File: config.mk
export PLATFORM = sky130hd
export DESIGN_NAME = csel_sub_49bit_pipe
export DESIGN_NICKNAME = d
export VERILOG_FILES = /design/src/rtl/csel_pkg.sv /design/src/rtl/csel_sub_seg.sv /design/src/rtl/csel_sub_49bit_pipe.sv
export SDC_FILE = /design/constraint.sdc
export NUM_CORES = 1
export LEC_CHECK = 0
export CORE_AREA = 2 2 164 166
export CTS_BUF_LIST = sky130_fd_sc_hd__clkbuf_2
export CTS_CLUSTER_DIAMETER = 80
export DETAILED_ROUTE_END_ITERATION = 7
export DIE_AREA = 0 0 166 168
export GPL_TIMING_DRIVEN = 0
export PLACE_DENSITY = 0.67
export SLEW_MARGIN = 5
export SYNTH_ARGS = -nofsm -noshare
export SYNTH_HDL_FRONTEND = slang
export SYNTH_HIERARCHICAL = 1
export SYNTH_SLANG_ARGS = --single-unit
File: constraint.sdc
create_clock -name clk -period 7.7 [get_ports clk]
set_input_delay 1.155 -clock clk [delete_from_list [all_inputs] [get_ports clk]]
set_output_delay 1.155 -clock clk [all_outputs]
set_load 0.01 [all_outputs]
File: src/rtl/csel_pkg.sv
// Shared widths and segment boundaries for the pipelined 49-bit carry-select subtractor.
package csel_pkg;
  localparam int WIDTH      = 49;
  localparam int SEG0_MSB   = 32;
  localparam int SEG1_MSB   = 48;
  localparam int NUM_STAGES = 3;
endpackage

File: src/rtl/csel_sub_seg.sv
// Purely combinational segment adder: S = A + B + cin with carry-out.
module csel_sub_seg #(
  parameter int width = 32
) (
  input  logic [width:1] A,
  input  logic [width:1] B,
  input  logic           cin,
  output logic [width:1] S,
  output logic           cout
);
  assign {cout, S} = {1'b0, A} + {1'b0, B} + {{width{1'b0}}, cin};
endmodule

File: src/rtl/csel_sub_49bit_pipe.sv
// Three-stage carry-select subtractor D = A - B - bin with valid/ready flow control;
// each stage resolves one segment and hands its registered carry to the next.
module csel_sub_49bit_pipe
  import csel_pkg::*;
#(
  parameter int width = WIDTH
) (
  input  logic           clk,
  input  logic           rst_n,
  input  logic [width:1] A,
  input  logic [width:1] B,
  input  logic           bin,
  input  logic           in_valid,
  output logic           in_ready,
  output logic [width:1] D,
  output logic           bout,
  output logic           out_valid,
  input  logic           out_ready
);
  localparam int W0 = SEG0_MSB;
  localparam int W1 = SEG1_MSB - SEG0_MSB;
  localparam int W2 = WIDTH - SEG1_MSB;

  if (width != WIDTH || NUM_STAGES != 3) begin : gParamCheck
    $error("csel_sub_49bit_pipe supports only width=49");
  end

  logic           s1Valid_q, s2Valid_q, s3Valid_q;
  logic           s1Advance, s2Advance, s3Advance;
  logic [width:1] bNot;

  logic [W0:1]    s1Diff_q, s1Diff_d;
  logic           s1Carry_q, s1Carry_d;
  logic [W1+W2:1] s1AHi_q, s1BnHi_q;

  logic [W0+W1:1] s2Diff_q, s2Diff_d;
  logic           s2Carry_q, s2Carry_d;
  logic [W2:1]    s2ATop_q, s2BnTop_q;

  logic [width:1] s3Diff_q, s3Diff_d;
  logic           s3Bout_q, s3Bout_d;

  logic [W0:1]    seg0Sum0, seg0Sum1;
  logic           seg0Cout0, seg0Cout1;
  logic [W1:1]    seg1Sum0, seg1Sum1;
  logic           seg1Cout0, seg1Cout1;
  logic [W2:1]    seg2Sum0, seg2Sum1;
  logic           seg2Cout0, seg2Cout1;

  assign bNot = ~B;

  // Subtraction as A + ~B + ~bin: a borrow-in of 1 selects the carry-in-0 sum.
  csel_sub_seg #(.width(W0)) uSeg0C0 (.A(A[W0:1]), .B(bNot[W0:1]), .cin(1'b0), .S(seg0Sum0), .cout(seg0Cout0));
  csel_sub_seg #(.width(W0)) uSeg0C1 (.A(A[W0:1]), .B(bNot[W0:1]), .cin(1'b1), .S(seg0Sum1), .cout(seg0Cout1));
  assign s1Diff_d  = bin ? seg0Sum0  : seg0Sum1;
  assign s1Carry_d = bin ? seg0Cout0 : seg0Cout1;

  csel_sub_seg #(.width(W1)) uSeg1C0 (.A(s1AHi_q[W1:1]), .B(s1BnHi_q[W1:1]), .cin(1'b0), .S(seg1Sum0), .cout(seg1Cout0));
  csel_sub_seg #(.width(W1)) uSeg1C1 (.A(s1AHi_q[W1:1]), .B(s1BnHi_q[W1:1]), .cin(1'b1), .S(seg1Sum1), .cout(seg1Cout1));
  assign s2Diff_d  = {(s1Carry_q ? seg1Sum1 : seg1Sum0), s1Diff_q};
  assign s2Carry_d = s1Carry_q ? seg1Cout1 : seg1Cout0;

  csel_sub_seg #(.width(W2)) uSeg2C0 (.A(s2ATop_q), .B(s2BnTop_q), .cin(1'b0), .S(seg2Sum0), .cout(seg2Cout0));
  csel_sub_seg #(.width(W2)) uSeg2C1 (.A(s2ATop_q), .B(s2BnTop_q), .cin(1'b1), .S(seg2Sum1), .cout(seg2Cout1));
  assign s3Diff_d = {(s2Carry_q ? seg2Sum1 : seg2Sum0), s2Diff_q};
  assign s3Bout_d = ~(s2Carry_q ? seg2Cout1 : seg2Cout0);

  assign s3Advance = !s3Valid_q || out_ready;
  assign s2Advance = !s2Valid_q || s3Advance;
  assign s1Advance = !s1Valid_q || s2Advance;
  assign in_ready  = rst_n && s1Advance;

  always_ff @(posedge clk or negedge rst_n) begin
    if (!rst_n) begin
      s1Valid_q <= 1'b0;
      s2Valid_q <= 1'b0;
      s3Valid_q <= 1'b0;
    end else begin
      if (s1Advance) s1Valid_q <= in_valid;
      if (s2Advance) s2Valid_q <= s1Valid_q;
      if (s3Advance) s3Valid_q <= s2Valid_q;
    end
  end

  // Datapath registers carry no reset; outputs are masked by out_valid instead.
  always_ff @(posedge clk) begin
    if (s1Advance && in_valid) begin
      s1Diff_q  <= s1Diff_d;
      s1Carry_q <= s1Carry_d;
      s1AHi_q   <= A[width:W0+1];
      s1BnHi_q  <= bNot[width:W0+1];
    end
    if (s2Advance && s1Valid_q) begin
      s2Diff_q  <= s2Diff_d;
      s2Carry_q <= s2Carry_d;
      s2ATop_q  <= s1AHi_q[W1+W2:W1+1];
      s2BnTop_q <= s1BnHi_q[W1+W2:W1+1];
    end
    if (s3Advance && s2Valid_q) begin
      s3Diff_q <= s3Diff_d;
      s3Bout_q <= s3Bout_d;
    end
  end

  assign out_valid = s3Valid_q;
  assign D         = s3Valid_q ? s3Diff_q : '0;
  assign bout      = s3Valid_q & s3Bout_q;
endmodule

* Word-level counts from Yosys, hierarchy flattened
Cells that the tools add are included.
Storage, ports and cells: register bits after elaboration 171, latch bits 0, RAM bits 0, bits in read-only memories 0, input port bits 103, output and inout bits 52, logic and storage cells 39, memories 0
Cells by class: add/subtract/negate cells 6, $mul 0, div/mod/pow operators 0, order comparisons 0, equality and inequality tests 0, shifts and indexed selects 0, multiplexer cells 7, bitwise logic cells 3, reductions and logical operators 10
Operator list (number):
- $mux W49 | 1
- $not A49 Y49 | 1
- $add A32 B32 Y33 | 1
- $add A33 B1 Y33 const B | 1
- $mux W32 | 1
- $add A16 B16 Y17 | 1
- $add A17 B1 Y17 const B | 1
- $mux W16 | 1
- $logic_and A1 B1 Y1 | 4
- $mux W1 | 4
- $logic_not A1 Y1 | 3
- $logic_or A1 B1 Y1 | 3
- $add A1 B1 Y2 | 1
- $add A2 B1 Y2 const B | 1
- $and A1 B1 Y1 | 1
- $not A1 Y1 | 1

* Depth between registers and ports, before layout
Gate-level depths: netlist of the first run.
depth after elaboration 5, gate-level depth with buffers 11, gate-level depth less buffers 11

* By module
Netlist of the first run, hierarchy kept.
By module, submodules not included:
- csel_sub_49bit_pipe | times used 1, cells an instance 345, area an instance 6552.5 µm², seq. area each 5119.9 µm²
- csel_sub_seg at uSeg0C0 | times used 1, cells an instance 259, area an instance 1854.3 µm², seq. area each 0.0 µm²
- csel_sub_seg at uSeg0C1 | times used 1, cells an instance 237, area an instance 1714.1 µm², seq. area each 0.0 µm²
- csel_sub_seg at uSeg1C0 ... | times used 2, cells an instance 91, area an instance 726.9 µm², seq. area each 0.0 µm²
- csel_sub_seg at uSeg2C0 ... | times used 2, cells an instance 1, area an instance 20.0 µm², seq. area each 0.0 µm²

* Worst setup path after synthesis of the first run
OpenSTA, ideal clock, no wires.
kind input -> register, start input B[1] (netlist name), end register s1Diff_q[21] (netlist name), data pin, setup time 260 ps, arrival time 3637 ps, data required time 7440 ps, path slack 3802 ps, stages on the path 11, buffers on the path 0, path through inv_1 > fa_1 > fa_1 > a211oi_1 > o21bai_2 > o2111ai_2 > a31oi_1 > a21boi_2 > nor4b_1 > nor3_1 > mux2_4
On the way: cells in the longest elaborated chain, start to end 4
RTL lines:
- start: declaration | line csel_sub_49bit_pipe.sv:11 | input logic [width:1] B,
- $not A49 Y49 | line csel_sub_49bit_pipe.sv:50 | assign bNot = ~B;
- $add A32 B32 Y33 | line csel_sub_seg.sv:11 | assign {cout, S} = {1'b0, A} + {1'b0, B} + {{width{1'b0}}, cin};
- $add A33 B1 Y33 | line csel_sub_seg.sv:11
- net seg0Sum1, one bit | line csel_sub_49bit_pipe.sv:43 | logic [W0:1] seg0Sum0, seg0Sum1;
- $mux W32 | line csel_sub_49bit_pipe.sv:55 | assign s1Diff_d = bin ? seg0Sum0 : seg0Sum1;
- net s1Diff_d, one bit | line csel_sub_49bit_pipe.sv:32 | logic [W0:1] s1Diff_q, s1Diff_d;
- end signal: assignment | line csel_sub_49bit_pipe.sv:88 | s1Diff_q <= s1Diff_d;
- end: declaration | line csel_sub_49bit_pipe.sv:32
The timed path passes the listed nets, and every way through them passes these cells. A chain may end at the register's enable or synchronous reset.

* Worst setup path after layout of the first run
start input B[1] (netlist name), end register s1Diff_q[29] (netlist name), data pin
On the way: cells in the longest elaborated chain, start to end 4
RTL lines:
- $not A49 Y49 * | line csel_sub_49bit_pipe.sv:50
- net bNot, one bit | line csel_sub_49bit_pipe.sv:30 | logic [width:1] bNot;
- $add A32 B32 Y33 * | line csel_sub_seg.sv:11
- net seg0Sum0, one bit | line csel_sub_49bit_pipe.sv:43
- $add A33 B1 Y33 | line csel_sub_seg.sv:11
- $mux W32 * | line csel_sub_49bit_pipe.sv:55
- net s1Diff_d, one bit | line csel_sub_49bit_pipe.sv:32
Mark *: on every way through the listed nets, which the timed path passes. The rest lies on a longest branch.

==> impl_metrics.py, run 1 <==
metrics = {
    "run_status": {
        "outcome": "completed",
    },
    "pwr": {
        "p_leak_uw": 0.00564,
        "p_per_area_mw_per_mm2": 185,
        "peakVddDrop_v": 0.0000923,
    },
    "floorplanning": {
        "ioPinCount": 155,
        "die-area_mm2": 0.0279,
        "core_area_mm2": 0.0264,
        "die_y_um": 168,
        "start_util_pct": 44.1,
        "chipWidth_um": 166,
        "placementRows": 60,
    },
    "global_routing": {
        "grt_pass1_vias": 8144,
        "grt_pass1_wl_mm": 41.2,
        "grt_use_total_pct": 18.7,
        "gr-total-overflow": 0,
        "grt_max_degree": 49,
        "antenna_found_initial": 1,
    },
    "synth": {
        "synth_top_family_by_area": "compound AO/OA/AOI/OAI gates",
        "synth_area_mm2": 0.0116,
        "yosys.area_share.simple_pct": 11.8,
        "yosys_warnings": 6,
        "synth_common_cells": "edfxtp_1 (168), ha_1 (92), a21oi_1 (85)",
        "synthTopCellsByArea": "edfxtp_1 (43%), ha_1 (9.9%), mux2_4 (5.2%)",
        "synth_seq_area_share_pct": 44.1,
        "ys_types": 86,
        "synthArstFlopShare_pct": 1.75,
        "yosysTopAreaCell": "edfxtp_1",
        "syn_area_per_cell_um2": 11.3,
        "synth-adder-area-share_pct": 11.6,
        "synth-edff-count": 168,
        "synth_compound_area_share_pct": 16.1,
        "synth-xor-area-share_pct": 5.96,
        "synth_top_area_share_pct": 43.4,
        "synthMostInstantiatedCell": "edfxtp_1",
        "synthMuxAreaShare_pct": 6.41,
        "synth_seq_cells": 171,
        "synthCells": 1025,
        "synth_flop_cell": "edfxtp_1",
    },
    "sta": {
        "worst_pin_slew_ns": 0.763,
        "rsz0062_at_grt": "no",
        "fin_worst_skew_ns": 0.0335,
        "slew_headroom_pct": 48.5,
        "finalHoldViolations": 0,
        "setup_violations": 0,
        "fin_crit_sh_pct": 51.3,
        "min_period_ns": 3.95,
        "max_freq_mhz": 253,
        "maxSlewViolCount": 0,
        "finalSetupTns_ns": 0,
    },
    "worst_setup_path": {
        "worstPathMaxFanout": 4,
        "r2r-end": "s2Carry_q",
        "endpoint_kind": "flop",
        "required_ns": 8.27,
        "crit_arrival_ns": 4.52,
        "rr_worst_depth": 8,
        "crit-reg2reg-launch": "s1AHi_q[1]",
        "startpoint_type": "primary input",
        "crit_type": "primary input to flop",
        "rrSetupSlack_ns": 4.50,
    },
    "clock_tree": {
        "clkTransAtPathRegs_ns": 0.29,
        "cts.htree.levels": 4,
        "cts_tree": "built",
        "cts_hold_buf": 0,
        "ctsRootBufferMaster": "clkbuf_2",
        "cts_max_path_buffers": 2,
        "postCtsSetupBuffers": 0,
        "clkLatencyLatePin_ns": 0.76,
        "numCtsBuffers": 17,
        "cts_sinks": 171,
        "cts.repair.resized": 0,
    },
    "layout": {
        "final_util_pct": 52.9,
        "drive_gt1_share_pct": 11.8,
        "multi_input_area_mm2": 0.00606,
        "fin_nets": 1409,
        "final_cell_area_mm2": 0.0139,
        "syn_to_final_growth_pct": 20.0,
        "ff_latch_area_mm2": 0.00512,
        "nFillCells": 2417,
        "final_cells": 1559,
    },
    "detailed_routing": {
        "via_count": 8295,
        "drc": 0,
        "viasPerCell": 5.32,
        "drt-initial-drc-count": 476,
        "drt-total-wl_mm": 26.3,
        "drtAntennaViolNets": 0,
        "wire_per_inst_um": 16.9,
        "dr.pass1.iters": 5,
    },
    "placed_design": {
        "gp_congestion": 0.854,
        "dpl_cell_area_mm2": 0.0137,
        "dp.cells": 1526,
        "dp_hpwl_mm": 21.4,
        "port_buffers": 153,
    },
    "job": {
        "cap_violations": 0,
    },
    "min_path": {
        "hold_path.class": "flop to flop",
        "hp-start": "s2Diff_q[25]",
        "hold_end": "s3Diff_q[25]",
        "worstHoldPathCells": 0,
    },
}
[critical path, stage by stage]
cell and delay [ns]:
clkdlybuf4s50_1 0.45, inv_1 0.07, fa_1 0.46, fa_1 0.41, a21oi_1 0.22, o32ai_1 0.15
o211ai_2 0.33, a21o_1 0.26, o21ai_2 0.14, a2111oi_0 0.50, a311oi_1 0.10, mux2_4 0.27
[routing by layer]
metal  part of all wire [%]  up-vias  GRT usage, %
met5                      0        -             0
met4                    2.4        0          6.65
met3                    3.8       34          2.59
met2                     49      202          32.9
met1                     44     3878          23.5
li1                       -     4181             -
[power breakdown]
part / internal, uW / total, uW / switching (uW)
Sequential: 1180 / 1220 / 34.6
Clock: 116 / 488 / 371
Combinational: 435 / 869 / 434
[worst max-delay path by stage]
stage                   end  startpoint  cells after the start
2_1_floorplan  s1Diff_q[21]        B[1]                     11
3_3_place_gp   s1Diff_q[29]        B[1]                     12
3_5_place_dp      s1Carry_q        B[1]                     12
4_1_cts           s1Carry_q        B[1]                     12
5_1_grt        s1Diff_q[21]        B[1]                     12
6_report       s1Diff_q[29]        B[1]                     12
[registers in the layout, indices dropped and copies added, names as in the netlist]
register,cells
s1Diff_q,32
s2ATop_q,1
s1Valid_q,1
s1AHi_q,17
s3Bout_q,1
out_valid,1
s1BnHi_q,17
s2BnTop_q,1
s2Valid_q,1
s2Diff_q,48
s1Carry_q,1
s2Carry_q,1
s3Diff_q,49
[layout make-up]
| type | instances | area share [%] |
|---|---|---|
| Clock inverter | 15 | 1.35 |
| Antenna cell | 1 | 0.0180 |
| Multi-Input combinational cell | 772 | 43.5 |
| Sequential cell | 171 | 36.7 |
| Tap cell | 341 | 3.06 |
| Timing Repair Buffer | 156 | 11.5 |
| Inverter | 61 | 1.64 |
| Clock buffer | 17 | 0.611 |
| Buffer | 25 | 1.65 |
[stage by stage]
stage,worst slack (ns),power [uW],hold slack (ns)
final,3.75,2570,0.426
after global routing,3.56,2730,0.429
after CTS,3.81,2600,0.429
after detailed placement,2.91,2110,0.405
after global placement,2.96,2090,0.400
after floorplan,3.80,1820,0.400
[logic make-up (layout without fill, tap and decap cells)]
group,count (synthesis),count (layout)
compound gates,274,274
simple gates,258,258
flops,171,171
fa+ha+maj,102,102
buf+inv,86,274
xor+xnor,79,79
mux,53,53
other cells,2,7
[layout by cell type, fill, tap and decap left out, types with 12 or more instances in the layout]
cell	count
inv_1	60
mux2_4	40
nor2_1	40
nand4_1	17
nand3_1	16
o21ai_0	31
nand2_1	67
a21o_1	35
a21oi_1	85
nor3_1	12
xnor2_1	32
and2_1	55
edfxtp_1	168
clkbuf_2	17
ha_1	92
o21ai_1	16
xor2_1	47
clkdlybuf4s50_1	153
Power figures use the tool's default switching activity.
==> run 2: changes to the inputs <==
==> constraint.sdc (replaced) <==
create_clock -name clk -period 3.73 [get_ports clk]
set_input_delay 0.5595 -clock clk [delete_from_list [all_inputs] [get_ports clk]]
set_output_delay 0.5595 -clock clk [all_outputs]
set_load 0.01 [all_outputs]
==> run 2 against run 1 <==
Effect of this change:
- global-route usage hardly changed
- final cell count hardly changed
- total power is 110% higher
- critical path type unchanged
==> impl_metrics.py, run 2 (synthesis gave the netlist of run 1 again) <==
metrics = {
    "global_routing": {
        "grt_use_total_pct": 18.7,
        "grt_pass1_wl_mm": 41.2,
        "grt_max_degree": 49,
        "antenna_found_initial": 1,
        "grt_pass1_vias": 8150,
        "gr-total-overflow": 0,
    },
    "clock_tree": {
        "cts_tree": "built",
        "cts_sinks": 171,
        "numCtsBuffers": 17,
        "clkLatencyLatePin_ns": 0.76,
        "ctsRootBufferMaster": "clkbuf_2",
        "cts_max_path_buffers": 2,
        "postCtsSetupBuffers": 0,
        "cts.repair.resized": 0,
        "clkTransAtPathRegs_ns": 0.31,
        "cts.htree.levels": 4,
    },
    "sta": {
        "finalSetupTns_ns": 0,
        "min_period_ns": 3.36,
        "layout_setup_ws_ns": 0.370,
        "finalHoldViolations": 0,
        "rsz0062_at_grt": "no",
        "max_freq_mhz": 298,
        "worst_pin_slew_ns": 0.735,
        "fin_crit_sh_pct": 90.1,
        "slew_headroom_pct": 50.4,
        "maxSlewViolCount": 0,
        "setup_violations": 0,
        "fin_worst_skew_ns": 0.0331,
    },
    "detailed_routing": {
        "topRoutingLayerUsed": "met4",
        "drt-total-wl_mm": 26.4,
        "met3_length_mm": 1.01,
        "routed-wl-met2_mm": 13.0,
        "dr.pass1.iters": 5,
        "via_count": 8326,
        "wire_per_inst_um": 16.9,
        "drc": 0,
        "drt-met1-wl_mm": 11.7,
        "drt-initial-drc-count": 434,
        "drtAntennaViolNets": 0,
        "viasPerCell": 5.34,
    },
    "worst_setup_path": {
        "rr_worst_depth": 8,
        "crit_top_cell": "fa_1",
        "rrSetupSlack_ns": 0.53,
        "path_depth": 12,
        "path_cells": "clkdlybuf4s50_1 > inv_1 > fa_1 > fa_1 > a21oi_1 > o32ai_1 > o211ai_2 > a21o_1 > o21ai_2 > a2111oi_0 > a311oi_1 > mux2_4",
        "critPathTopFamily": "compound AO/OA/AOI/OAI gates",
        "worstPathMaxFanout": 4,
        "crit-reg2reg-launch": "s1AHi_q[1]",
        "r2r-end": "s2Carry_q",
        "crit_type": "primary input to flop",
        "critPathMaxStageDelay_ns": 0.50,
        "endpoint_kind": "flop",
        "startpoint_type": "primary input",
        "required_ns": 4.30,
        "cp_num_buf_inv": 2,
        "crit_arrival_ns": 3.93,
        "crit_slowest_cell": "a2111oi_0",
    },
    "run_status": {
        "outcome": "completed",
    },
    "pwr": {
        "p_per_area_mw_per_mm2": 381,
        "p_leak_uw": 0.00564,
        "peakVddDrop_v": 0.000191,
    },
    "placed_design": {
        "dp_slack_ns": -0.462,
        "port_buffers": 153,
        "gp_congestion": 0.854,
        "dp_hpwl_mm": 21.4,
    },
    "floorplanning": {
        "die_y_um": 168,
        "ioPinCount": 155,
        "chipWidth_um": 166,
        "start_util_pct": 44.1,
        "placementRows": 60,
        "core_area_mm2": 0.0264,
        "die-area_mm2": 0.0279,
    },
    "layout": {
        "syn_to_final_growth_pct": 20.1,
        "largest_reg_flops": 49,
        "drive_gt1_share_pct": 11.7,
        "regMostFlops": "s3Diff_q",
        "fin_nets": 1410,
        "final_cell_mix": "edfxtp_1 (168), clkdlybuf4s50_1 (153), ha_1 (92)",
        "reg_top3": "s3Diff_q (49), s2Diff_q (48), s1Diff_q (32)",
        "final_common_cell": "edfxtp_1",
    },
    "min_path": {
        "hold_path.class": "primary input to flop",
        "hp-start": "bin",
        "worstHoldPathCells": 2,
        "hold_end": "s1Diff_q[1]",
    },
    "job": {
        "cap_violations": 0,
    },
}
-- run 2: cell type report --
| type | instances | area (um2) |
|---|---|---|
| antenna | 1 | 2.50 |
| buffer | 25 | 230 |
| fill | 2416 | 12400 |
| inverter | 61 | 229 |
| tap | 341 | 427 |
| clock inverter | 15 | 188 |
| multi-input combinational | 772 | 6060 |
| sequential | 171 | 5120 |
| clock buffer | 17 | 85.1 |
| timing repair buffer | 157 | 1610 |
-- run 2: repair_timing --
| item | in CTS | in global routing |
|---|---|---|
| hold buffers | 1 | 0 |
| hold endpoints to repair | 3 | 0 |
| endpoints found under the setup margin | 0 | 0 |
-- run 2: routing by layer --
layer / up-vias / GRT usage [%]
met2: 203 / 33.0
met1: 3905 / 23.5
met3: 34 / 2.59
met5: - / 0
met4: 0 / 6.65
li1: 4184 / -
-- run 2: worst max-delay path by stage --
stage / start / endpoint
after CTS: B[1] / s1Carry_q
after global routing: B[1] / s1Diff_q[21]
after global placement: B[1] / s1Diff_q[29]
after floorplan: B[1] / s1Diff_q[21]
final: B[1] / s1Diff_q[29]
after detailed placement: B[1] / s1Carry_q
-- run 2: worst register-to-register path, stage by stage, from the launching register on --
cell	delay, ns
edfxtp_1	0.50
fa_1	0.49
fa_1	0.44
a21o_4	0.26
a311oi_2	0.34
nor3_1	0.16
or2_4	0.27
a311o_1	0.30
mux2_2	0.26
-- run 2: metrics by stage --
step / power (uW) / instance area [um2] / util, % / hold WS [ns] / cells
2_1_floorplan: 3750 / 11600 / - / 0.264 / 1029
3_5_place_dp: 4360 / 13700 / 51.8 / 0.405 / 1526
5_1_grt: 5630 / 13900 / 52.9 / 0.0593 / 1560
3_3_place_gp: 4320 / 13600 / 51.6 / 0.400 / 1523
4_1_cts: 5370 / 13900 / 52.9 / 0.104 / 1559
6_report: 5310 / 13900 / 52.9 / 0.173 / 1560
-- run 2: where the power goes --
group          internal [uW]  leakage [uW]  switching (uW)  total, uW
logic                    899       0.00383             898       1800
clock network            240      0.000159             766       1010
registers               2440       0.00165            71.3       2510
total                   3580       0.00564            1730       5310
==> run 3: changes to the inputs <==
--- a/config.mk
+++ b/config.mk
@@ -5,13 +5,13 @@
 export SDC_FILE = /design/constraint.sdc
 export NUM_CORES = 1
 export LEC_CHECK = 0
-export CORE_AREA = 2 2 164 166
+export CORE_AREA = 2 2 159 161
 export CTS_BUF_LIST = sky130_fd_sc_hd__clkbuf_2
 export CTS_CLUSTER_DIAMETER = 80
 export DETAILED_ROUTE_END_ITERATION = 7
-export DIE_AREA = 0 0 166 168
+export DIE_AREA = 0 0 161 163
 export GPL_TIMING_DRIVEN = 0
-export PLACE_DENSITY = 0.67
+export PLACE_DENSITY = 0.7
 export SLEW_MARGIN = 5
 export SYNTH_ARGS = -nofsm -noshare
 export SYNTH_HDL_FRONTEND = slang
==> run 3 against run 2 <==
Effect of this change:
- global-route usage rose by 1.6 points
- non-clock buffer count did not move
- combinational power barely moved
- clock skew rose by 0.023 ns
- first-iteration DRC count fell by 14%
- hold slack improved by 0.057 ns
- critical path depth did not move
- die area fell by 5.9%
==> impl_metrics.py, run 3 (synthesis gave the netlist of run 1 again) <==
metrics = {
    "pwr": {
        "comb_power_share_pct": 33.7,
        "power.share.switching_pct": 31.9,
        "seq_power_share_pct": 47.0,
        "switchingPower_uw": 1700,
        "power.total_uw": 5340,
        "clkPwrFrac_pct": 19.3,
        "p_leak_uw": 0.00564,
        "p_per_area_mw_per_mm2": 383,
        "peakVddDrop_v": 0.000167,
        "internal_power_uw": 3640,
    },
    "clock_tree": {
        "numCtsBuffers": 17,
        "cts_tree": "built",
        "clkTransAtPathRegs_ns": 0.26,
        "cts.htree.levels": 4,
        "ctsRootBufferMaster": "clkbuf_2",
        "clkLatencyLatePin_ns": 0.75,
        "cts_max_path_buffers": 2,
        "cts_sinks": 171,
    },
    "placed_design": {
        "dp.cells": 1515,
        "dp_hpwl_mm": 21.1,
        "port_buffers": 153,
        "gp_congestion": 0.859,
    },
    "worst_setup_path": {
        "endpoint_kind": "flop",
        "required_ns": 4.22,
        "r2r-end": "s2Carry_q",
        "rrSetupSlack_ns": 0.41,
        "critPathTopFamily": "compound AO/OA/AOI/OAI gates",
        "rr_worst_depth": 8,
        "crit_arrival_ns": 3.88,
        "crit_type": "primary input to flop",
        "crit_slowest_cell": "fa_1",
        "crit-reg2reg-launch": "s1AHi_q[1]",
        "worstPathMaxFanout": 3,
        "startpoint_type": "primary input",
        "path_cells": "clkdlybuf4s50_1 > inv_1 > fa_1 > fa_1 > a211oi_1 > o21bai_2 > o2111ai_2 > a211oi_2 > nor2_1 > o41ai_2 > a221o_1 > mux2_2",
        "path_depth": 12,
        "crit_top_cell": "fa_1",
        "cp_num_buf_inv": 2,
        "critPathMaxStageDelay_ns": 0.47,
    },
    "sta": {
        "rsz0062_at_grt": "no",
        "maxSlewViolCount": 0,
        "worst_pin_slew_ns": 0.762,
        "fin_crit_sh_pct": 90.9,
        "min_period_ns": 3.39,
        "max_freq_mhz": 295,
        "fin_worst_skew_ns": 0.0565,
        "fin_hold_ws_ns": 0.231,
        "setup_violations": 0,
        "finalHoldViolations": 0,
        "slew_headroom_pct": 48.5,
    },
    "global_routing": {
        "grt_pass1_wl_mm": 41.9,
        "gr-total-overflow": 0,
        "grt_max_degree": 53,
        "antenna_found_initial": 1,
        "grt_use_total_pct": 20.3,
        "grt_pass1_vias": 8298,
    },
    "layout": {
        "reg_top3": "s3Diff_q (49), s2Diff_q (48), s1Diff_q (32)",
        "largest_reg_flops": 49,
        "nFillCells": 2145,
        "final_common_cell": "edfxtp_1",
        "final_cells": 1549,
        "syn_to_final_growth_pct": 19.9,
        "final_cell_mix": "edfxtp_1 (168), clkdlybuf4s50_1 (153), ha_1 (92)",
        "fin_nets": 1410,
        "drive_gt1_share_pct": 11.7,
        "regMostFlops": "s3Diff_q",
    },
    "detailed_routing": {
        "drt-total-wl_mm": 26.1,
        "drt-initial-drc-count": 372,
        "drtAntennaViolNets": 0,
        "via_count": 8407,
        "drc": 0,
        "dr.pass1.iters": 7,
        "wire_per_inst_um": 16.8,
        "viasPerCell": 5.43,
    },
    "job": {
        "cap_violations": 0,
    },
    "floorplanning": {
        "die_y_um": 163,
        "chipWidth_um": 161,
        "die-area_mm2": 0.0262,
        "start_util_pct": 47.1,
        "ioPinCount": 155,
        "core_area_mm2": 0.0247,
        "placementRows": 58,
    },
    "min_path": {
        "hp-start": "bin",
        "hold_path.class": "primary input to flop",
        "worstHoldPathCells": 2,
        "hold_end": "s1Diff_q[1]",
    },
    "run_status": {
        "outcome": "completed",
    },
}
-- run 3: what timing repair did --
| item | in CTS | in global routing |
|---|---|---|
| setup buffers | 0 | 0 |
| endpoints found under the hold margin | 3 | 0 |
| resized for setup | 0 | 0 |
| hold buffers | 1 | 0 |
-- run 3: final cells by class --
cell class | count | area [um2] | area share [%]
Clock buffer | 17 | 85.1 | 0.611
Sequential cell | 171 | 5120 | 36.8
Inverter | 61 | 229 | 1.64
Buffer | 25 | 230 | 1.65
Tap cell | 330 | 413 | 2.96
Antenna cell | 1 | 2.50 | 0.0180
Timing Repair Buffer | 157 | 1610 | 11.6
Multi-Input combinational cell | 772 | 6060 | 43.5
Clock inverter | 15 | 186 | 1.34
-- run 3: how the worst max path moves through the flow --
stage / startpoint / endpoint
after floorplan: B[1] / s1Diff_q[21]
after global placement: B[1] / s1Carry_q
after detailed placement: A[1] / s1Carry_q
after CTS: s1AHi_q[1] / s2Carry_q
after global routing: B[1] / s1Diff_q[21]
final: B[1] / s1Carry_q
-- run 3: metal layers --
layer | vias up | wire (um) | GRT usage (%)
met4 | 0 | 710 | 7.18
met3 | 35 | 925 | 2.93
met2 | 214 | 12800 | 35.3
met1 | 3965 | 11700 | 26.0
met5 | - | 0 | 0
li1 | 4193 | - | -
-- run 3: power groups by stage --
stage / clock network, uW / registers, uW / logic, uW
floorplan: 0 / 2540 / 1210
global placement: 0 / 2560 / 1750
detailed placement: 0 / 2560 / 1800
CTS: 1070 / 2510 / 1810
global route: 1150 / 2540 / 1970
finish: 1030 / 2510 / 1800
-- run 3: stage by stage --
stage          TNS [ns]  instance area (um2)  setup WS [ns]  utilization (%)
6_report              0                13900          0.341             56.5
5_1_grt               0                13900          0.219             56.5
4_1_cts               0                13900          0.399             56.5
3_5_place_dp      -3.94                13600         -0.454             55.3
3_3_place_gp     -24.93                13600         -0.397             55.0
2_1_floorplan         0                11600          0.428                -
